==> src/rtl/fpu_instruction_decoder.sv <==
// Registered decoder for 8087 escape instructions (D8-DF + ModRM).
// Turns one instruction word into a micro-opcode, an ST(i) index and
// operand attributes for the FPU sequencer; unknown encodings decode to
// all-zero with valid=0.
module fpu_instruction_decoder (
  input  logic        clk,
  input  logic        reset,
  input  logic [15:0] instruction,
  input  logic        decode,
  output logic [7:0]  internal_opcode,
  output logic [2:0]  stack_index,
  output logic        has_memory_op,
  output logic        has_pop,
  output logic        has_push,
  output logic        is_integer,
  output logic        is_bcd,
  output logic [1:0]  operand_size,
  output logic        uses_st0_sti,
  output logic        uses_sti_st0,
  output logic        valid
);

  logic [7:0] esc;
  logic [7:0] modrm;
  logic [1:0] mod_f;
  logic [2:0] reg_f;
  logic [2:0] rm_f;

  assign esc   = instruction[15:8];
  assign modrm = instruction[7:0];
  assign mod_f = modrm[7:6];
  assign reg_f = modrm[5:3];
  assign rm_f  = modrm[2:0];

  logic [7:0] arith_op;
  logic [7:0] rev_arith_op;

  // Arithmetic group selected by reg; DC register form swaps SUB/SUBR and DIV/DIVR
  always_comb begin
    arith_op     = 8'h00;
    rev_arith_op = 8'h00;
    case (reg_f)
      3'd0: begin arith_op = 8'h10; rev_arith_op = 8'h10; end
      3'd1: begin arith_op = 8'h16; rev_arith_op = 8'h16; end
      3'd2: begin arith_op = 8'h60; rev_arith_op = 8'h60; end
      3'd3: begin arith_op = 8'h61; rev_arith_op = 8'h61; end
      3'd4: begin arith_op = 8'h12; rev_arith_op = 8'h14; end
      3'd5: begin arith_op = 8'h14; rev_arith_op = 8'h12; end
      3'd6: begin arith_op = 8'h18; rev_arith_op = 8'h1A; end
      default: begin arith_op = 8'h1A; rev_arith_op = 8'h18; end
    endcase
  end

  logic [7:0] n_op;
  logic [2:0] n_idx;
  logic       n_mem;
  logic       n_pop;
  logic       n_push;
  logic       n_int;
  logic       n_bcd;
  logic [1:0] n_size;
  logic       n_s0si;
  logic       n_sis0;
  logic       n_valid;

  // Full decode of the current instruction word into next-state output values
  always_comb begin
    n_op    = 8'h00;
    n_idx   = 3'd0;
    n_mem   = 1'b0;
    n_pop   = 1'b0;
    n_push  = 1'b0;
    n_int   = 1'b0;
    n_bcd   = 1'b0;
    n_size  = 2'd0;
    n_s0si  = 1'b0;
    n_sis0  = 1'b0;
    n_valid = 1'b0;

    if (esc[7:3] == 5'b11011) begin
      if (mod_f != 2'b11) begin
        case (esc[2:0])
          3'd0, 3'd2, 3'd4, 3'd6: begin
            n_valid = 1'b1;
            n_op    = arith_op;
            n_pop   = (reg_f == 3'd3);
            n_int   = esc[1];
            if (!esc[2])     n_size = 2'd1;
            else if (esc[1]) n_size = 2'd0;
            else             n_size = 2'd2;
          end
          3'd1: begin
            case (reg_f)
              3'd0: begin n_valid = 1'b1; n_op = 8'h20; n_push = 1'b1; n_size = 2'd1; end
              3'd2: begin n_valid = 1'b1; n_op = 8'h21; n_size = 2'd1; end
              3'd3: begin n_valid = 1'b1; n_op = 8'h22; n_pop = 1'b1; n_size = 2'd1; end
              3'd4: begin n_valid = 1'b1; n_op = 8'hF6; end
              3'd5: begin n_valid = 1'b1; n_op = 8'hF1; end
              3'd6: begin n_valid = 1'b1; n_op = 8'hF7; end
              3'd7: begin n_valid = 1'b1; n_op = 8'hF2; end
              default: ;
            endcase
          end
          3'd3: begin
            case (reg_f)
              3'd0: begin n_valid = 1'b1; n_op = 8'h20; n_push = 1'b1; n_int = 1'b1; n_size = 2'd1; end
              3'd2: begin n_valid = 1'b1; n_op = 8'h21; n_int = 1'b1; n_size = 2'd1; end
              3'd3: begin n_valid = 1'b1; n_op = 8'h22; n_pop = 1'b1; n_int = 1'b1; n_size = 2'd1; end
              3'd5: begin n_valid = 1'b1; n_op = 8'h20; n_push = 1'b1; n_size = 2'd3; end
              3'd7: begin n_valid = 1'b1; n_op = 8'h22; n_pop = 1'b1; n_size = 2'd3; end
              default: ;
            endcase
          end
          3'd5: begin
            case (reg_f)
              3'd0: begin n_valid = 1'b1; n_op = 8'h20; n_push = 1'b1; n_size = 2'd2; end
              3'd2: begin n_valid = 1'b1; n_op = 8'h21; n_size = 2'd2; end
              3'd3: begin n_valid = 1'b1; n_op = 8'h22; n_pop = 1'b1; n_size = 2'd2; end
              3'd4: begin n_valid = 1'b1; n_op = 8'hF9; end
              3'd6: begin n_valid = 1'b1; n_op = 8'hF8; end
              3'd7: begin n_valid = 1'b1; n_op = 8'hF3; end
              default: ;
            endcase
          end
          default: begin
            case (reg_f)
              3'd0: begin n_valid = 1'b1; n_op = 8'h20; n_push = 1'b1; n_int = 1'b1; end
              3'd2: begin n_valid = 1'b1; n_op = 8'h21; n_int = 1'b1; end
              3'd3: begin n_valid = 1'b1; n_op = 8'h22; n_pop = 1'b1; n_int = 1'b1; end
              3'd4: begin n_valid = 1'b1; n_op = 8'h20; n_push = 1'b1; n_bcd = 1'b1; n_size = 2'd3; end
              3'd5: begin n_valid = 1'b1; n_op = 8'h20; n_push = 1'b1; n_int = 1'b1; n_size = 2'd2; end
              3'd6: begin n_valid = 1'b1; n_op = 8'h22; n_pop = 1'b1; n_bcd = 1'b1; n_size = 2'd3; end
              3'd7: begin n_valid = 1'b1; n_op = 8'h22; n_pop = 1'b1; n_int = 1'b1; n_size = 2'd2; end
              default: ;
            endcase
          end
        endcase
        n_mem = n_valid;
      end else begin
        n_idx = rm_f;
        case (esc[2:0])
          3'd0: begin
            n_valid = 1'b1;
            n_op    = arith_op;
            n_pop   = (reg_f == 3'd3);
            n_s0si  = 1'b1;
          end
          3'd1: begin
            if (reg_f == 3'd0) begin
              n_valid = 1'b1; n_op = 8'h20; n_push = 1'b1;
            end else if (reg_f == 3'd1) begin
              n_valid = 1'b1; n_op = 8'h23;
            end else begin
              case (modrm)
                8'hD0: begin n_valid = 1'b1; n_op = 8'hF5; end
                8'hE0: begin n_valid = 1'b1; n_op = 8'h95; end
                8'hE1: begin n_valid = 1'b1; n_op = 8'h94; end
                8'hE4: begin n_valid = 1'b1; n_op = 8'h63; end
                8'hE5: begin n_valid = 1'b1; n_op = 8'h64; end
                8'hE8: begin n_valid = 1'b1; n_op = 8'h80; n_push = 1'b1; end
                8'hE9: begin n_valid = 1'b1; n_op = 8'h84; n_push = 1'b1; end
                8'hEA: begin n_valid = 1'b1; n_op = 8'h83; n_push = 1'b1; end
                8'hEB: begin n_valid = 1'b1; n_op = 8'h82; n_push = 1'b1; end
                8'hEC: begin n_valid = 1'b1; n_op = 8'h85; n_push = 1'b1; end
                8'hED: begin n_valid = 1'b1; n_op = 8'h86; n_push = 1'b1; end
                8'hEE: begin n_valid = 1'b1; n_op = 8'h81; n_push = 1'b1; end
                8'hF0: begin n_valid = 1'b1; n_op = 8'h56; end
                8'hF1: begin n_valid = 1'b1; n_op = 8'h57; n_pop = 1'b1; end
                8'hF2: begin n_valid = 1'b1; n_op = 8'h54; n_push = 1'b1; end
                8'hF3: begin n_valid = 1'b1; n_op = 8'h55; n_pop = 1'b1; end
                8'hF4: begin n_valid = 1'b1; n_op = 8'h98; n_push = 1'b1; end
                8'hF6: begin n_valid = 1'b1; n_op = 8'h71; end
                8'hF7: begin n_valid = 1'b1; n_op = 8'h70; end
                8'hF8: begin n_valid = 1'b1; n_op = 8'h99; end
                8'hF9: begin n_valid = 1'b1; n_op = 8'h58; n_pop = 1'b1; end
                8'hFA: begin n_valid = 1'b1; n_op = 8'h50; end
                8'hFB: begin n_valid = 1'b1; n_op = 8'h53; n_push = 1'b1; end
                8'hFC: begin n_valid = 1'b1; n_op = 8'h96; end
                8'hFD: begin n_valid = 1'b1; n_op = 8'h97; end
                8'hFE: begin n_valid = 1'b1; n_op = 8'h51; end
                8'hFF: begin n_valid = 1'b1; n_op = 8'h52; end
                default: ;
              endcase
              if (modrm[7:5] == 3'b111) n_idx = 3'd0;
            end
          end
          3'd3: begin
            if (modrm == 8'hE2) begin n_valid = 1'b1; n_op = 8'hF4; n_idx = 3'd0; end
            if (modrm == 8'hE3) begin n_valid = 1'b1; n_op = 8'hF0; n_idx = 3'd0; end
          end
          3'd4: begin
            n_valid = 1'b1;
            n_op    = rev_arith_op;
            n_pop   = (reg_f == 3'd3);
            n_sis0  = 1'b1;
          end
          3'd5: begin
            case (reg_f)
              3'd0: begin n_valid = 1'b1; n_op = 8'h72; end
              3'd2: begin n_valid = 1'b1; n_op = 8'h21; end
              3'd3: begin n_valid = 1'b1; n_op = 8'h22; n_pop = 1'b1; end
              default: ;
            endcase
          end
          3'd6: begin
            if (reg_f != 3'd2 && reg_f != 3'd3) begin
              n_valid = 1'b1;
              n_op    = arith_op | 8'h01;
              n_pop   = 1'b1;
              n_sis0  = 1'b1;
            end else if (modrm == 8'hD9) begin
              n_valid = 1'b1; n_op = 8'h62; n_pop = 1'b1;
            end
          end
          3'd7: begin
            if (modrm == 8'hE0) begin n_valid = 1'b1; n_op = 8'hF3; n_idx = 3'd0; end
            if (modrm == 8'hF6) begin n_valid = 1'b1; n_op = 8'h71; end
            if (modrm == 8'hF7) begin n_valid = 1'b1; n_op = 8'h70; end
          end
          default: ;
        endcase
      end
    end

    if (!n_valid) begin
      n_op   = 8'h00;
      n_idx  = 3'd0;
      n_mem  = 1'b0;
      n_pop  = 1'b0;
      n_push = 1'b0;
      n_int  = 1'b0;
      n_bcd  = 1'b0;
      n_size = 2'd0;
      n_s0si = 1'b0;
      n_sis0 = 1'b0;
    end
  end

  // Output register: cleared by reset, loaded on decode, otherwise held
  always_ff @(posedge clk) begin
    if (reset) begin
      internal_opcode <= 8'h00;
      stack_index     <= 3'd0;
      has_memory_op   <= 1'b0;
      has_pop         <= 1'b0;
      has_push        <= 1'b0;
      is_integer      <= 1'b0;
      is_bcd          <= 1'b0;
      operand_size    <= 2'd0;
      uses_st0_sti    <= 1'b0;
      uses_sti_st0    <= 1'b0;
      valid           <= 1'b0;
    end else if (decode) begin
      internal_opcode <= n_op;
      stack_index     <= n_idx;
      has_memory_op   <= n_mem;
      has_pop         <= n_pop;
      has_push        <= n_push;
      is_integer      <= n_int;
      is_bcd          <= n_bcd;
      operand_size    <= n_size;
      uses_st0_sti    <= n_s0si;
      uses_sti_st0    <= n_sis0;
      valid           <= n_valid;
    end
  end

endmodule

==> config.mk <==
export PLATFORM = sky130hd
export DESIGN_NAME = fpu_instruction_decoder
export DESIGN_NICKNAME = d
export VERILOG_FILES = /design/src/rtl/fpu_instruction_decoder.sv
export SDC_FILE = /design/constraint.sdc
export NUM_CORES = 1
export LEC_CHECK = 0
export ABC_CLOCK_PERIOD_IN_PS = 1760
export CORE_UTILIZATION = 48
export CTS_CLUSTER_SIZE = 28
export DETAILED_ROUTE_END_ITERATION = 7
export HOLD_SLACK_MARGIN = 0.02
export PLACE_DENSITY_LB_ADDON = 0.2
export SLEW_MARGIN = 10
export SYNTH_ARGS = -nofsm -noshare
export SYNTH_HDL_FRONTEND = slang
export SYNTH_SLANG_ARGS = --single-unit
export TNS_END_PERCENT = 10
==> constraint.sdc <==
create_clock -name clk -period 1.76 [get_ports clk]
set_input_delay 0.176 -clock clk [delete_from_list [all_inputs] [get_ports clk]]
set_output_delay 0.176 -clock clk [all_outputs]
set_load 0.005 [all_outputs]
## Word level (Yosys, flattened, before mapping)

Index checks and enable logic that the tools add are counted.

| storage, ports and cells | value |
|---|---|
| logic and storage cells | 183 |
| input port bits | 19 |
| register bits after elaboration | 21 |

| operators by class | value |
|---|---|
| reduce and logical (&&, ||, !) cells | 20 |
| multiplexer cells | 103 |
| eq/ne operators | 49 |

Operators with widths:

| kind | count |
|---|---|
| equality test 8 bit, second input constant | 30 |
| case mux 8 bit (27 select lines) | 1 |
| case mux 8 bit (7 select lines) | 2 |
| case mux 7 bit (7 select lines) | 2 |
| 2-to-1 mux 8 bit | 11 |
| 2-to-1 mux 1 bit | 55 |
| case mux 8 bit (6 select lines) | 1 |
| case mux 6 bit (3 select lines) | 2 |
| case mux 8 bit (4 select lines) | 1 |
| equality test 3 bit, second input constant | 9 |
| 2-to-1 mux 3 bit | 9 |
| OR reduction 27 bit | 1 |
| case mux 7 bit (3 select lines) | 1 |
| OR reduction 7 bit | 2 |
| equality test 3 x 2 -> 1 bit, second input constant | 4 |
| 2-to-1 mux 2 bit | 6 |
| case mux 1 bit (3 select lines) | 4 |
| OR reduction 2 bit | 6 |
| OR reduction 3 bit | 4 |
| OR reduction 10 bit | 1 |
| case mux 3 bit (3 select lines) | 1 |
| case mux 2 bit (2 select lines) | 2 |
| case mux 2 bit (4 select lines) | 1 |
| 2-to-1 mux 7 bit | 1 |
| other kinds (12) | 15 |

## Longest topological paths before layout

| depth | value |
|---|---|
| depth after elaboration | 9 |
| mapped depth | 9 |
| mapped depth without buffers | 6 |

## Worst setup path after synthesis

OpenSTA, ideal clock, no wires.

| path | value |
|---|---|
| kind | input port to flip-flop |
| start | input instruction[10] |
| end | register internal_opcode[5] |
| path buffers | 1 |
| slack | -0.060 ns |
| arrival time | 1.734 ns |
| stages on the path | 7 |
| cell sequence | buf_2 nor2b_1 o2111a_1 or4_4 o211ai_1 o21ai_2 a221oi_2 |

| on the way | value |
|---|---|
| word-level cells in the longest chain between the ends | 6 |

Ends and longest elaborated chain:

| item | line | source |
|---|---|---|
| start: declaration | 8 | `input logic [15:0] instruction,` |
| equality test 3 bit, or another cell as far along | 82, 141 |  |
| OR reduction 4 bit or OR reduction 2 bit (tied branches) | -- |  |
| case mux 8 bit (4 select lines), or another cell as far along | 82 | `case (esc[2:0])` |
| 2-to-1 mux 8 bit or 2-to-1 mux 1 bit (tied branches) | 81 | `if (mod_f != 2'b11) begin` |
| 2-to-1 mux 8 bit or 2-to-1 mux 1 bit (tied branches) | 80 | `if (esc[7:3] == 5'b11011) begin` |
| 2-to-1 mux 8 bit * | 225 | `if (!n_valid) begin` |
| end signal: assignment | 254 | `internal_opcode <= n_op;` |
| end: declaration | 10 | `output logic [7:0] internal_opcode,` |

Mark *: on every way between the ends. The rest lies on a longest branch, timed or not.
A chain may end at the register's enable or synchronous reset.

## Worst setup path after layout

| path | value |
|---|---|
| start | input instruction[10] |
| end | register internal_opcode[1] |

Same word-level chain as after synthesis.

==> flow_summary.toml <==
[route]
avgViaCountPerCell = 6.66
drtPass1Iterations = 8
drt-total-wl_mm = 9.83
drtAntennaViolNets = 0
drtIter0Drc = 443
num_vias = 3411
drt-wirelength-per-cell_um = 19.2
drcViolationCount = 2

[layout]
nets = 480
top_register = "internal_opcode"
fin_cells = 512
largest_reg_flops = 8
area_delta_synth_final_pct = 59.3
final.fill_count = 321
diodes = 0
drive_gt1_frac = 0.330
reg.largest.list = "internal_opcode (8), stack_index (3), operand_size (2)"

[power_and_ir_drop]
p_seq_frac = 0.337
p_switching_mw = 0.496
power_density_nw_per_um2 = 393
power.internal_mw = 0.917
p_sw_frac = 0.351
combPwrFrac = 0.428
leakage_nw = 1.40
worst_ir_drop_vdd_mv = 0.345
power_mw = 1.41
pwr-share-clk = 0.235

[setup_path]
end_kind = "flip-flop"
r2r_cells = 4
critical_path_class = "input pin to flip-flop"
rrSetupSlack_ns = 0.60
cp-start-kind = "input pin"
r2r-start = "internal_opcode[0]"
critPathMaxFanout = 7
reg2reg_to = "internal_opcode[0]"
crit_arrival_ns = 2.01
required_ns = 1.98

[global_route]
grt_max_degree = 21
grt_usage = 0.396
overflow = 0
grt_first_pass_wirelength_mm = 15.3
grt_antenna_before_repair = 0
grt_pass1_vias = 3014

[sta]
fin_ws_ns = -0.0394
min_period_ns = 1.80
setup_violations = 3
tightest_slew_ns = 0.462
setup_tns_ns = -0.0518
finalClockSkew_ns = 0
fmax_mhz = 556
hold_slack_ns = 0.420
rsz0062_at_grt = "yes"
hold_viol = 0
slew_headroom = 0.690
period_share = 1.02
slew_violations = 0

[clock_network]
clock_sinks = 21
root_buffer = "clkbuf_8"
clk_latency_ns = 0.26
cts_tree = "built"
htree_levels = 1
cts_made_buffers = 3
path_clk_slew_ns = 0.08
cts_max_path_buffers = 2

[hold_path]
hold_start = "decode"
hp-class = "input pin to flip-flop"
hold_depth = 3
hold_end = "stack_index[0]"

[die]
dieArea_um2 = 4980
dieWidth_um = 70.6
fp.coreArea_um2 = 4440
fp-row-count = 24
die_height_um = 70.6
ioPinCount = 40
start_util = 0.508

[run_status]
status = "complete, but fails checks"
failed_checks = "DRC, setup timing"

[placed_design]
port-buffer-count = 39
dp_slack_ns = -0.605
dp_cells = 503
gp_congestion = 1.06
dpl.hpwl_mm = 7.48

[logic_synthesis]
synth_top_flop_cell = "dfxtp_1"
syn_area_um2 = 2260
synth_seq_cells = 21
syn_area_per_cell_um2 = 6.72
synth_edf_count = 0
yosys_warnings = 0
syn_inst = 336
ys_seq_area_frac = 0.186
async_flop_share = 0
synth.distinct_cells = 68
synth_fp_nets = 355

[run]
maxCapViolations = 0
[critical path, stage by stage]
cell,delay (ns)
buf_6,0.11
nor2b_4,0.12
o2111a_1,0.24
or4_4,0.59
o211ai_1,0.24
buf_4,0.20
o21ai_4,0.08
buf_4,0.16
a21oi_2,0.10
[cell usage after synthesis (9+ instances only)]
master	n	area, um2
clkbuf_1	17	63.8
nor2_1	25	93.8
nand2_1	39	146
buf_2	9	45.0
nor2b_1	9	56.3
o21ai_0	15	75.1
nand2b_1	12	75.1
nor3_1	13	65.1
nand3_1	19	95.1
a21oi_1	25	125
o21ai_1	9	45.0
dfxtp_1	21	420
[worst max-delay path by stage]
stage,from,to,cells past startpoint
2_1_floorplan,instruction[10],internal_opcode[5],7
3_3_place_gp,instruction[10],internal_opcode[6],8
3_5_place_dp,instruction[10],internal_opcode[6],8
4_1_cts,instruction[10],internal_opcode[4],7
5_1_grt,instruction[10],internal_opcode[1],9
6_report,instruction[10],internal_opcode[1],9
[area by class of cell]
cell class | count | area, um2 | share of cell area
Clock buffer | 3 | 41.3 | 0.0115
Clock inverter | 1 | 5.00 | 0.00139
Inverter | 9 | 33.8 | 0.00940
Multi-Input combinational cell | 277 | 1800 | 0.501
Sequential cell | 21 | 420 | 0.117
Tap cell | 52 | 65.1 | 0.0181
Timing Repair Buffer | 149 | 1230 | 0.342
[power groups by stage]
stage | Combinational (mW) | Sequential [mW] | Clock, mW
CTS | 0.575 | 0.476 | 0.333
global route | 0.639 | 0.476 | 0.348
floorplan | 0.272 | 0.487 | 0
global placement | 0.558 | 0.487 | 0
finish | 0.605 | 0.476 | 0.332
detailed placement | 0.562 | 0.487 | 0
[placed cells by master (no fill, tap or decap), types with 4 or more instances in the layout]
cell type        count
clkdlybuf4s50_1     22
a211oi_1             8
buf_6                9
or2_1                4
inv_1                6
nor2b_1              8
o31a_1               5
o211ai_1             4
a31oi_1              6
nor3_1              12
buf_4              100
nor2_1              24
dlygate4sd2_1        4
o21ai_0             15
a21oi_1             25
nand2_1             39
nand2b_1            10
nand3_1             16
buf_2                7
o21ai_1              9
dfxtp_1             21
[stage by stage]
stage | cell area, um2 | utilization
global route | 3590 | 0.809
finish | 3590 | 0.809
floorplan | 2280 | -
detailed placement | 3440 | 0.773
CTS | 3560 | 0.800
global placement | 3440 | 0.773
[metal layers]
layer | vias up | GRT usage | routed length [um]
met5 | - | 0 | 0
met4 | 0 | 0.142 | 445
met3 | 64 | 0.0840 | 1190
met2 | 282 | 0.624 | 4420
met1 | 1543 | 0.537 | 3770
li1 | 1522 | - | -
[cells by family (layout without fill, tap and decap cells)]
kind of cell              Yosys count  count (layout)  share of synthesized area
buffers and inverters              39             162                     0.0698
and+or+nand+nor                   154             154                      0.360
AOI/OAI and AO/OA                 119             120                      0.372
xor gates and xnor gates            3               3                     0.0116
DFF                                21              21                      0.186
[what timing repair did]
| item | CTS | global route |
|---|---|---|
| hold buffers | 0 | 0 |
| pin swaps | 10 | 10 |
| cloned | 1 | 0 |
| resized for setup | 65 | 13 |
| setup endpoints to repair | 20 | 13 |
| setup buffers | 5 | 1 |
(Power assumes the default switching activity.)
